[src/rtl/tail_light_seq.sv]
`default_nettype none
// ============================================================================
// Module   : tail_light_seq
// Brief    : Parametrised tail-light sequencer with turn sweep, hazard flash
//            and brake overlay; all outputs registered.
// Revision : 1.0 - initial release
// ============================================================================
module tail_light_seq #(
    parameter int LAMPS    = 3,
    parameter int TICK_DIV = 1
) (
    input  logic             clk,
    input  logic             rst,
    input  logic             lt,
    input  logic             rt,
    input  logic             haz,
    input  logic             brk,
    output logic [LAMPS-1:0] li,
    output logic [LAMPS-1:0] ri,
    output logic [1:0]       mode
);

    localparam int PW  = (TICK_DIV > 1) ? $clog2(TICK_DIV) : 1;
    localparam int PHW = $clog2(LAMPS + 1);

    localparam logic [PW-1:0]    c_TICK_LAST = PW'(TICK_DIV - 1);
    localparam logic [PW-1:0]    c_PRE_ONE   = PW'(1);
    localparam logic [PHW-1:0]   c_PH_LAST   = PHW'(LAMPS);
    localparam logic [PHW-1:0]   c_PH_ONE    = PHW'(1);
    localparam logic [PHW-1:0]   c_PH_ZERO   = '0;
    localparam logic [LAMPS-1:0] c_ALL_ON    = '1;
    localparam logic [LAMPS-1:0] c_ALL_OFF   = '0;

    typedef enum logic [1:0] {
        S_IDLE  = 2'd0,
        S_LEFT  = 2'd1,
        S_RIGHT = 2'd2,
        S_HAZ   = 2'd3
    } mode_t;

    mode_t            r_mode;
    logic [PHW-1:0]   r_phase;
    logic [PW-1:0]    r_pre;
    logic [LAMPS-1:0] r_li;
    logic [LAMPS-1:0] r_ri;

    mode_t            w_req;
    mode_t            w_mode_nxt;
    logic [PHW-1:0]   w_phase_nxt;
    logic [PW-1:0]    w_pre_nxt;
    logic [LAMPS-1:0] w_li_nxt;
    logic [LAMPS-1:0] w_ri_nxt;
    logic [LAMPS-1:0] w_sweep;
    logic [LAMPS-1:0] w_brake;
    logic             w_tick;

    // Lamps below the phase index are lit: (1<<phase)-1 without a wide shift.
    function automatic logic [LAMPS-1:0] therm(input logic [PHW-1:0] p);
        logic [LAMPS-1:0] v;
        v = '0;
        for (int i = 0; i < LAMPS; i++) begin
            v[i] = (PHW'(i) < p);
        end
        return v;
    endfunction

    always_comb begin
        w_req = S_IDLE;
        if (haz || (lt && rt)) begin
            w_req = S_HAZ;
        end else if (lt) begin
            w_req = S_LEFT;
        end else if (rt) begin
            w_req = S_RIGHT;
        end
    end

    assign w_tick = (r_pre == c_TICK_LAST);

    always_comb begin
        w_mode_nxt  = r_mode;
        w_phase_nxt = r_phase;
        w_pre_nxt   = r_pre;
        if (w_req != r_mode) begin
            w_mode_nxt  = w_req;
            w_phase_nxt = c_PH_ZERO;
            w_pre_nxt   = '0;
        end else begin
            w_pre_nxt = w_tick ? '0 : (r_pre + c_PRE_ONE);
            if (w_tick) begin
                case (r_mode)
                    S_LEFT, S_RIGHT: w_phase_nxt = (r_phase == c_PH_LAST) ? c_PH_ZERO
                                                                         : (r_phase + c_PH_ONE);
                    S_HAZ:           w_phase_nxt = (r_phase == c_PH_ZERO) ? c_PH_ONE : c_PH_ZERO;
                    default:         w_phase_nxt = c_PH_ZERO;
                endcase
            end
        end
    end

    // Lamp pattern is decoded from the next state so it lands with it.
    assign w_sweep = therm(w_phase_nxt);
    assign w_brake = brk ? c_ALL_ON : c_ALL_OFF;

    always_comb begin
        w_li_nxt = w_brake;
        w_ri_nxt = w_brake;
        case (w_mode_nxt)
            S_LEFT: begin
                w_li_nxt = w_sweep;
            end
            S_RIGHT: begin
                w_ri_nxt = w_sweep;
            end
            S_HAZ: begin
                w_li_nxt = (w_phase_nxt == c_PH_ONE) ? c_ALL_ON : c_ALL_OFF;
                w_ri_nxt = (w_phase_nxt == c_PH_ONE) ? c_ALL_ON : c_ALL_OFF;
            end
            default: begin
                w_li_nxt = w_brake;
                w_ri_nxt = w_brake;
            end
        endcase
    end

    always_ff @(posedge clk) begin
        if (rst) begin
            r_mode  <= S_IDLE;
            r_phase <= '0;
            r_pre   <= '0;
            r_li    <= '0;
            r_ri    <= '0;
        end else begin
            r_mode  <= w_mode_nxt;
            r_phase <= w_phase_nxt;
            r_pre   <= w_pre_nxt;
            r_li    <= w_li_nxt;
            r_ri    <= w_ri_nxt;
        end
    end

    assign li   = r_li;
    assign ri   = r_ri;
    assign mode = r_mode;

endmodule
`default_nettype wire

[config.mk]
export PLATFORM = sky130hd
export DESIGN_NAME = tail_light_seq
export DESIGN_NICKNAME = d
export VERILOG_FILES = /design/src/rtl/tail_light_seq.sv
export SDC_FILE = /design/constraint.sdc
export NUM_CORES = 1
export LEC_CHECK = 0
export ABC_CLOCK_PERIOD_IN_PS = 4400
export CAP_MARGIN = 5
export CORE_MARGIN = 5
export CORE_UTILIZATION = 30
export DETAILED_ROUTE_END_ITERATION = 10
export DONT_BUFFER_PORTS = 1
export GPL_TIMING_DRIVEN = 0
export SKIP_CTS_REPAIR_TIMING = 1
export SLEW_MARGIN = 15
export SYNTH_ARGS = -nofsm -noshare
export SYNTH_HDL_FRONTEND = slang
export SYNTH_SLANG_ARGS = --single-unit
[constraint.sdc]
create_clock -name clk -period 4.4 [get_ports clk]
set_input_delay 0.88 -clock clk [delete_from_list [all_inputs] [get_ports clk]]
set_output_delay 0.88 -clock clk [all_outputs]
set_load 0.005 [all_outputs]
==> flow_summary_export.csv, run 1 <==
group,metric,value,unit
synthesis,synth_area,602,um^2
pwr,p_leak,0.287,nW
clocking,cts_buffers,3,
placement,place_ws,2.28,ns
finish,layout_commonest_cell,"dfxtp_1",
sta,hold_ws,0.675,ns
global_routing,grt_pass1_vias,513,
routing,vias_per_cell,5.19,
critical_path,crit_type,"register to register",
synthesis,synth-async-reset-ratio,0,%
critical_path,reg2reg_slack,2.49,ns
routing,wl_per_cell,12.6,um
synthesis,ys_seq_area_share,36.6,%
routing,first_pass_iters,4,
routing,drc,0,
outcome,status,"complete, no violations",
clocking,insertion_delay,0.27,ns
worst_hold_path,min_from,"rst",
synthesis,synth_area_per_cell,8.85,um^2
sta,fmax,525,MHz
floorplan,dieArea,3000,um^2
sta,fin_setup_tns,0,ns
placement,placed_cells,95,
critical_path,end_kind,"register",
pwr,irDropWorstVdd,128,uV
floorplan,die_h,54.8,um
critical_path,crit_required,4.54,ns
clocking,numClockSinks,11,
global_routing,overflow,0,
placement,place_area,636,um^2
sta,slew_viol_final,0,
finish,area_delta_synth_final,9.98,%
critical_path,worst-path-max-fanout,7,
sta,period_share,43.3,%
clocking,cts_tree,"built",
routing,drtIter0Drc,14,
critical_path,crit_path_start_kind,"register",
sta,fin_worst_skew,0.00176,ns
clocking,cts.clk_slew.worst_paths,0.07,ns
synthesis,ys_warn_count,0,
synthesis,synth_area_leader_cell,"dfxtp_1",
clocking,cts_root_buffer,"clkbuf_4",
finish,final_cell_area,662,um^2
worst_hold_path,hold_class,"primary input to register",
critical_path,cpPeakStageDelay,0.47,ns
placement,post-dp-hpwl,1000,um
critical_path,r2r-start,"mode[1]",
synthesis,yosys.area.top_type_share,36.6,%
sta,finalCriticalPeriod,1.91,ns
finish,antennaDiodeCount,0,
synthesis,synthesis.nets,78,
floorplan,core_area,1940,um^2
synthesis,ys.flop_type,"dfxtp_1",
floorplan,start_util,31.0,%
synthesis,ys_types,32,
finish,final_layout_size_suffix_gt1_share,12.5,%
synthesis,syn_inst,68,
synthesis,synthTopCellsByArea,"dfxtp_1 (37%), ha_1 (8.3%), o31ai_1 (5.0%)",
sta,grt_setup_unrepaired,"false",
worst_hold_path,whs_endpoint,"mode[1]",
finish,fin_cells,99,
critical_path,crit_path_top_delay_cell,"dfxtp_1",
finish,nets,83,
floorplan,rows,16,
critical_path,regToRegEndpoint,"li[2]",
global_routing,gr-usage-all-layers,10.6,%
critical_path,crit_chain,"inv_1 > ha_1 > and3b_1 > clkbuf_1 > o211a_1 > a211oi_1 > o31ai_1",
global_routing,grt_max_degree,10,
synthesis,synth-seq-cells,11,
sta,finalSetupViolations,0,
run,max-cap-violations,0,
critical_path,cp.arrival,2.05,ns
routing,via_count,514,
placement,placement.io_buffers,0,
synthesis,synth-edff-count,0,
critical_path,r2r.worst_path.cells,7,
sta,hold_viol,0,
global_routing,grt_pass1_wl,2220,um
global_routing,antenna_found_initial,0,
pwr,powerDensity,302,nW/um^2
clocking,clock_path_buffers,2,
sta,layout_setup_ws,2.49,ns
clocking,htree_num_levels,1,
routing,antenna_left,0,
floorplan,io_pins,14,
worst_hold_path,whs_path_depth,1,
placement,gp_congestion,0.757,
floorplan,die_w,54.8,um
routing,wl,1250,um
finish,final_cell_mix,"dfxtp_1 (11), nor2_1 (6), inv_1 (5)",
## sequential cells by signal, indices dropped and copies added, names as in the netlist
signal,cells
mode,2
li,3
r_pre,1
ri,3
r_phase,2
## synth_stat cells (all sizes together), types with 2 or more instances
cell type / count
buf: 2
o31ai: 4
nor3: 2
nor2: 7
dfxtp: 11
ha: 4
a21boi: 2
a211oi: 3
o21ai: 3
inv: 5
nand2: 3
o211a: 2
clkbuf: 2
and2: 2
a21oi: 3
## kinds of logic after synthesis
kind of cell             synth area share, %
AND/OR/NAND/NOR                         18.5
XOR/XNOR                                1.46
buffers and inverters                   7.07
flip-flops                              36.6
adder cells (fa/ha/maj)                 8.32
other                                  0.623
AO/OA/AOI/OAI                           27.4
## cell type report
class | count | area, um^2
tap | 27 | 33.8
multi-input combinational | 48 | 339
clock buffer | 4 | 26.3
sequential | 11 | 220
inverter | 5 | 18.8
buffer | 4 | 23.8
fill | 211 | 1280
## how the worst max path moves through the flow
stage            start     to  slack (ns)  cells after the start
6_report       mode[1]  li[2]        2.49                      7
5_1_grt        mode[1]  li[1]        2.30                      7
4_1_cts        mode[1]  li[2]        2.48                      7
3_5_place_dp       haz  li[0]        2.28                      5
3_3_place_gp       haz  li[1]        2.31                      5
2_1_floorplan      haz  li[2]        2.41                      5
## per-layer routing
metal | GRT usage [%] | wire [um] | vias to the layer above | part of all wire (%)
li1 | - | - | 250 | -
met1 | 12.3 | 545 | 247 | 44
met2 | 17.5 | 627 | 14 | 50
met3 | 1.63 | 56 | 3 | 4.5
met4 | 7.47 | 23 | 0 | 1.8
met5 | 0 | 0 | - | 0
## metrics by stage
stage / utilization [%] / total power, mW
global placement: 32.7 / 0.134
finish: 34.1 / 0.200
global route: 34.1 / 0.214
CTS: 34.1 / 0.203
floorplan: - / 0.129
detailed placement: 32.7 / 0.134
## worst max-delay path, delay by kind of cell (launching register included)
kind | cells | cell delay [ns]
adders and majority gates | 1 | 0.30
and+or+nand+nor | 1 | 0.18
AOI/OAI and AO/OA | 3 | 0.59
DFF | 1 | 0.47
buffers and inverters | 2 | 0.24
## report_power, final
group          switching, mW  total [mW]  internal [mW]
clock                 0.0327      0.0678         0.0351
sequential           0.00351       0.107          0.104
combinational         0.0144      0.0250         0.0105
Power figures use the tool's default switching activity.
==> run 2, diff against run 1 <==
--- a/config.mk
+++ b/config.mk
@@ -5,7 +5,7 @@
 export SDC_FILE = /design/constraint.sdc
 export NUM_CORES = 1
 export LEC_CHECK = 0
-export ABC_CLOCK_PERIOD_IN_PS = 4400
+export ABC_CLOCK_PERIOD_IN_PS = 2000
 export CAP_MARGIN = 5
 export CORE_MARGIN = 5
 export CORE_UTILIZATION = 30
==> constraint.sdc (replaced) <==
create_clock -name clk -period 2 [get_ports clk]
set_input_delay 0.4 -clock clk [delete_from_list [all_inputs] [get_ports clk]]
set_output_delay 0.4 -clock clk [all_outputs]
set_load 0.005 [all_outputs]
==> run 2 against run 1 <==
Count of clock-buffer cells in the layout unchanged. Via count down 1.8%. Combinational power up 120%. Total power up 120%. Critical path type unchanged. First-iteration DRC count unchanged. Worst setup slack worse by 2.3 ns.
==> flow_summary_export.csv, run 2 (same netlist as run 1, synthesis figures left out) <==
group,metric,value,unit
outcome,status,"complete, no violations",
global_routing,grt_pass1_wl,2220,um
global_routing,grt_max_degree,10,
pwr,finalPower,0.442,mW
critical_path,startpoint,"mode[0]",
clocking,cts_tree,"built",
sta,slew_viol_final,0,
finish,fillers,210,
finish,fin_cells,98,
floorplan,die_w,54.8,um
routing,drc,0,
finish,final_cell_mix,"dfxtp_1 (10), nor2_1 (6), inv_1 (5)",
routing,via_count,505,
placement,place_area,636,um^2
floorplan,dieArea,3000,um^2
clocking,cts_buffers,3,
finish,final_layout_size_suffix_gt1_share,15.5,%
critical_path,crit_path_top_delay_cell,"dfxtp_1",
sta,hold_viol,0,
clocking,htree_num_levels,1,
floorplan,rows,16,
critical_path,r2r.worst_path.cells,6,
sta,fin_setup_tns,0,ns
finish,area_delta_synth_final,10.4,%
clocking,numClockSinks,11,
pwr,p_leak,0.289,nW
routing,antenna_left,0,
sta,period_share,89.3,%
sta,fin_worst_skew,0.000370,ns
critical_path,crit_path_start_kind,"register",
clocking,cts.clk_slew.worst_paths,0.07,ns
critical_path,reg2reg_slack,0.21,ns
critical_path,cp.arrival,1.93,ns
routing,drtIter0Drc,14,
critical_path,end_kind,"register",
floorplan,core_area,1940,um^2
worst_hold_path,hold_class,"primary input to register",
placement,post-dp-hpwl,1000,um
routing,wl_per_cell,12.9,um
critical_path,crit_cells,6,
global_routing,grt_pass1_vias,513,
floorplan,die_h,54.8,um
pwr,powerDensity,666,nW/um^2
placement,placed_cells,95,
sta,fmax,560,MHz
critical_path,cpPeakStageDelay,0.37,ns
finish,antennaDiodeCount,0,
critical_path,cp_num_buf_inv,1,
finish,final_cell_area,664,um^2
global_routing,overflow,0,
floorplan,start_util,31.0,%
routing,wl,1260,um
pwr,irDropWorstVdd,283,uV
finish,layout_commonest_cell,"dfxtp_1",
clocking,clock_path_buffers,2,
critical_path,crit_chain,"inv_1 > ha_1 > and3b_1 > o211a_1 > a211oi_1 > o31ai_1",
global_routing,gr-usage-all-layers,10.6,%
placement,placement.io_buffers,0,
finish,nets,82,
critical_path,crit_required,2.15,ns
global_routing,antenna_found_initial,0,
floorplan,io_pins,14,
critical_path,cp_top_family,"compound AO/OA/AOI/OAI gates",
clocking,cts_root_buffer,"clkbuf_4",
critical_path,endpoint,"li[2]",
critical_path,crit_type,"register to register",
sta,grt_setup_unrepaired,"false",
critical_path,worst-path-max-fanout,6,
routing,vias_per_cell,5.15,
routing,first_pass_iters,4,
critical_path,regToRegEndpoint,"li[2]",
sta,finalCriticalPeriod,1.79,ns
sta,finalSetupViolations,0,
clocking,insertion_delay,0.27,ns
run,max-cap-violations,0,
critical_path,r2r-start,"mode[0]",
placement,gp_congestion,0.757,
## run 2: cell count changes in the layout (fill, tap and decap cells not counted), sizes merged
cell / before / now
clkbuf: 6 / 5
## run 2: how the worst min path moves through the flow
stage | startpoint | to | slack, ns | cells past startpoint
CTS | rst | mode[1] | 0.19 | 1
floorplan | rst | mode[0] | 0.47 | 1
detailed placement | rst | mode[1] | 0.48 | 1
finish | rst | mode[1] | 0.19 | 1
global placement | rst | mode[1] | 0.48 | 1
global route | rst | mode[1] | 0.18 | 1
## run 2: final cells by class
class                      instances  area, um^2  area share [%]
multi-input combinational         48         344            51.8
sequential                        11         221            33.3
tap                               27        33.8            5.08
clock buffer                       4        26.3            3.95
buffer                             3        20.0            3.01
inverter                           5        18.8            2.82
## run 2: per-layer routing
metal	track usage [%]	share of wire, %
met5	0	0
met4	7.47	0.95
met3	1.63	6.3
met2	17.5	50
met1	12.3	43
## run 2: power by group
group	internal [mW]	switching (mW)	leakage, nW
clock network	0.0772	0.0744	0.0150
logic	0.0234	0.0317	0.184
registers	0.228	0.00777	0.0904
total	0.329	0.114	0.289
## run 2: metrics by stage
step                      hold slack [ns]  utilization (%)  setup WS [ns]
after detailed placement            0.475             32.7         0.0890
after floorplan                     0.472                -          0.333
final                               0.187             34.2          0.214
after global placement              0.476             32.7          0.109
after global routing                0.178             34.2          0.108
after CTS                           0.190             34.1         0.0776
==> run 3, diff against run 2 <==
--- a/config.mk
+++ b/config.mk
@@ -5,6 +5,7 @@
 export SDC_FILE = /design/constraint.sdc
 export NUM_CORES = 1
 export LEC_CHECK = 0
+export ABC_AREA = 1
 export ABC_CLOCK_PERIOD_IN_PS = 2000
 export CAP_MARGIN = 5
 export CORE_MARGIN = 5
@@ -12,6 +13,7 @@
 export DETAILED_ROUTE_END_ITERATION = 10
 export DONT_BUFFER_PORTS = 1
 export GPL_TIMING_DRIVEN = 0
+export HOLD_SLACK_MARGIN = 0.1
 export SKIP_CTS_REPAIR_TIMING = 1
 export SLEW_MARGIN = 15
 export SYNTH_ARGS = -nofsm -noshare
==> run 3 against run 2 <==
Die area grew 2.0%. Sequential cell count unchanged. Synthesized cell count up 18%. Wire length fell by 11%. Combinational power is 11% higher. Maximum frequency rose by 2.1%. Largest cell class unchanged. Worst hold slack better by 0.012 ns. First-iteration DRC count decreased by 29%. Final cell count rose by 13%. Non-clock buffer count is 3 lower. Clock power is essentially flat. Core utilization is 0.35 points higher.
==> flow_summary_export.csv, run 3 <==
group,metric,value,unit
outcome,status,"complete, no violations",
synthesis,synthesis.nets,90,
critical_path,crit_chain,"inv_1 > ha_1 > nand2_1 > o21ai_2 > nor2_1 > nand4_1 > nand3_1 > nand2_1 > inv_1",
synthesis,ys_top_cells_by_count,"nand2_1 (14), dfxtp_1 (11), nor2_1 (11)",
placement,gp_congestion,0.784,
critical_path,cp.arrival,1.91,ns
sta,slew_viol_final,0,
critical_path,crit_type,"register to register",
synthesis,yosysMostFrequentCell,"nand2_1",
finish,final_layout_size_suffix_gt1_share,23.8,%
critical_path,cpPeakStageDelay,0.52,ns
critical_path,cp_top_family,"flip-flops",
clocking,numClockSinks,11,
pwr,p_seq_share,52.7,%
routing,via_count,479,
pwr,finalPower,0.450,mW
finish,final_cell_mix,"nand2_1 (14), nor2_1 (11), dfxtp_1 (11)",
synthesis,yosys.area.top_type_share,35.7,%
synthesis,ys_seq_area_share,35.7,%
synthesis,synth-async-reset-ratio,0,%
synthesis,synth_area_per_cell,7.71,um^2
global_routing,gr-usage-all-layers,7.84,%
pwr,p_leak,0.350,nW
run,max-cap-violations,0,
sta,hold_viol,0,
floorplan,start_util,31.4,%
sta,fmax,572,MHz
floorplan,core_area,1960,um^2
floorplan,rows,16,
critical_path,crit_path_top_delay_cell,"dfxtp_1",
sta,fin_setup_tns,0,ns
critical_path,worst-path-max-fanout,5,
floorplan,io_pins,14,
sta,period_share,87.4,%
sta,layout_setup_ws,0.252,ns
finish,layout_commonest_cell,"nand2_1",
placement,place_area,651,um^2
synthesis,synthTopCellsByArea,"dfxtp_1 (36%), nand2_1 (8.5%), ha_1 (8.1%)",
clocking,cts_tree,"built",
floorplan,die_h,55.3,um
floorplan,dieArea,3060,um^2
global_routing,antenna_found_initial,0,
pwr,p_comb_share,13.6,%
synthesis,synth_area,617,um^2
routing,vias_per_cell,4.32,
synthesis,ys.flop_type,"dfxtp_1",
clocking,cts.clk_slew.worst_paths,0.08,ns
global_routing,grt_pass1_wl,1980,um
synthesis,synth_area_leader_cell,"dfxtp_1",
finish,nets,95,
finish,antennaDiodeCount,0,
pwr,p_sw_share,28.0,%
finish,area_delta_synth_final,9.94,%
routing,antenna_left,0,
critical_path,cp_num_buf_inv,2,
routing,drtIter0Drc,10,
pwr,irDropWorstVdd,363,uV
critical_path,crit_path_start_kind,"register",
clocking,cts_root_buffer,"clkbuf_4",
clocking,insertion_delay,0.27,ns
placement,place_ws,0.268,ns
critical_path,crit_required,2.17,ns
global_routing,grt_pass1_vias,463,
floorplan,die_w,55.3,um
global_routing,grt_max_degree,8,
placement,post-dp-hpwl,952,um
pwr,power.share.clock,33.7,%
sta,fin_worst_skew,0.00883,ns
clocking,clock_path_buffers,2,
synthesis,ys_warn_count,0,
sta,hold_ws,0.200,ns
sta,finalCriticalPeriod,1.75,ns
synthesis,syn_inst,80,
routing,wl_per_cell,10.1,um
sta,grt_setup_unrepaired,"false",
global_routing,overflow,0,
routing,drc,0,
clocking,cts_buffers,3,
synthesis,synth-seq-cells,11,
sta,finalSetupViolations,0,
synthesis,ys_types,17,
routing,wl,1120,um
worst_hold_path,hold_class,"primary input to register",
finish,final_cell_area,678,um^2
critical_path,end_kind,"register",
synthesis,synth-edff-count,0,
pwr,p_sw,0.126,mW
pwr,power.internal,0.324,mW
routing,first_pass_iters,4,
pwr,powerDensity,663,nW/um^2
clocking,htree_num_levels,1,
placement,placement.io_buffers,0,
==> run 3: changes by cell type after synthesis, moves of 4 or more <==
| cell | change |
|---|---|
| nand3_1 | +8 |
| nand4_1 | +4 |
| inv_1 | +5 |
| nand2_2 | +6 |
| nand2_1 | +11 |
| nor2_1 | +5 |
| o31ai_1 | -4 |
==> run 3: routing by layer <==
metal	routed length (um)	GRT usage [%]	part of all wire (%)	up-vias
li1	-	-	-	255
met1	452	8.40	40	218
met2	645	14.9	58	6
met3	22	2.80	2.0	0
met4	0	1.04	0	0
met5	0	0	0	-
==> run 3: path summary, 6_finish.rpt <==
kind	from	end	slack (ns)	depth (start not counted)
max	mode[0]	ri[1]	0.25	9
min	rst	r_phase[0]	0.20	1
max reg2reg	mode[0]	ri[1]	0.25	9
min reg2reg	r_phase[1]	r_phase[1]	0.65	4
==> run 3: area by class of cell <==
class / instances / area [um^2]
Sequential cell: 11 / 220
Fill cell: 230 / 1280
Clock buffer: 3 / 22.5
Clock inverter: 1 / 5.00
Inverter: 13 / 51.3
Tap cell: 27 / 33.8
Multi-Input combinational cell: 56 / 345
==> run 3: worst reg2reg max path, delay by kind of cell, from the launching register on <==
kind	cells	cell delay [ns]
adder cells (fa/ha/maj)	1	0.31
flip-flops	1	0.52
AO/OA/AOI/OAI	1	0.23
AND/OR/NAND/NOR	5	0.45
buffers and inverters	2	0.13
==> run 3: cells by family after synthesis <==
kind of cell | count (synthesis) | synth area share, %
simple gates | 48 | 40.6
xor+xnor | 1 | 4.46
compound gates | 2 | 2.23
flops | 11 | 35.7
buf+inv | 13 | 8.32
fa+ha+maj | 4 | 8.11
other cells | 1 | 0.608
==> run 3: power by group through the flow <==
stage / sequential [mW] / combinational, mW / clock, mW
after floorplan: 0.240 / 0.0526 / 0
after global placement: 0.242 / 0.0604 / 0
after detailed placement: 0.243 / 0.0616 / 0
after CTS: 0.237 / 0.0619 / 0.162
after global routing: 0.239 / 0.0691 / 0.171
final: 0.237 / 0.0610 / 0.152
==> run 3: through the flow <==
| stage | utilization [%] | std cells |
|---|---|---|
| finish | 34.6 | 111 |
| global route | 34.6 | 111 |
| CTS | 34.6 | 111 |
| detailed placement | 33.2 | 107 |
| global placement | 33.2 | 107 |
| floorplan | - | 80 |
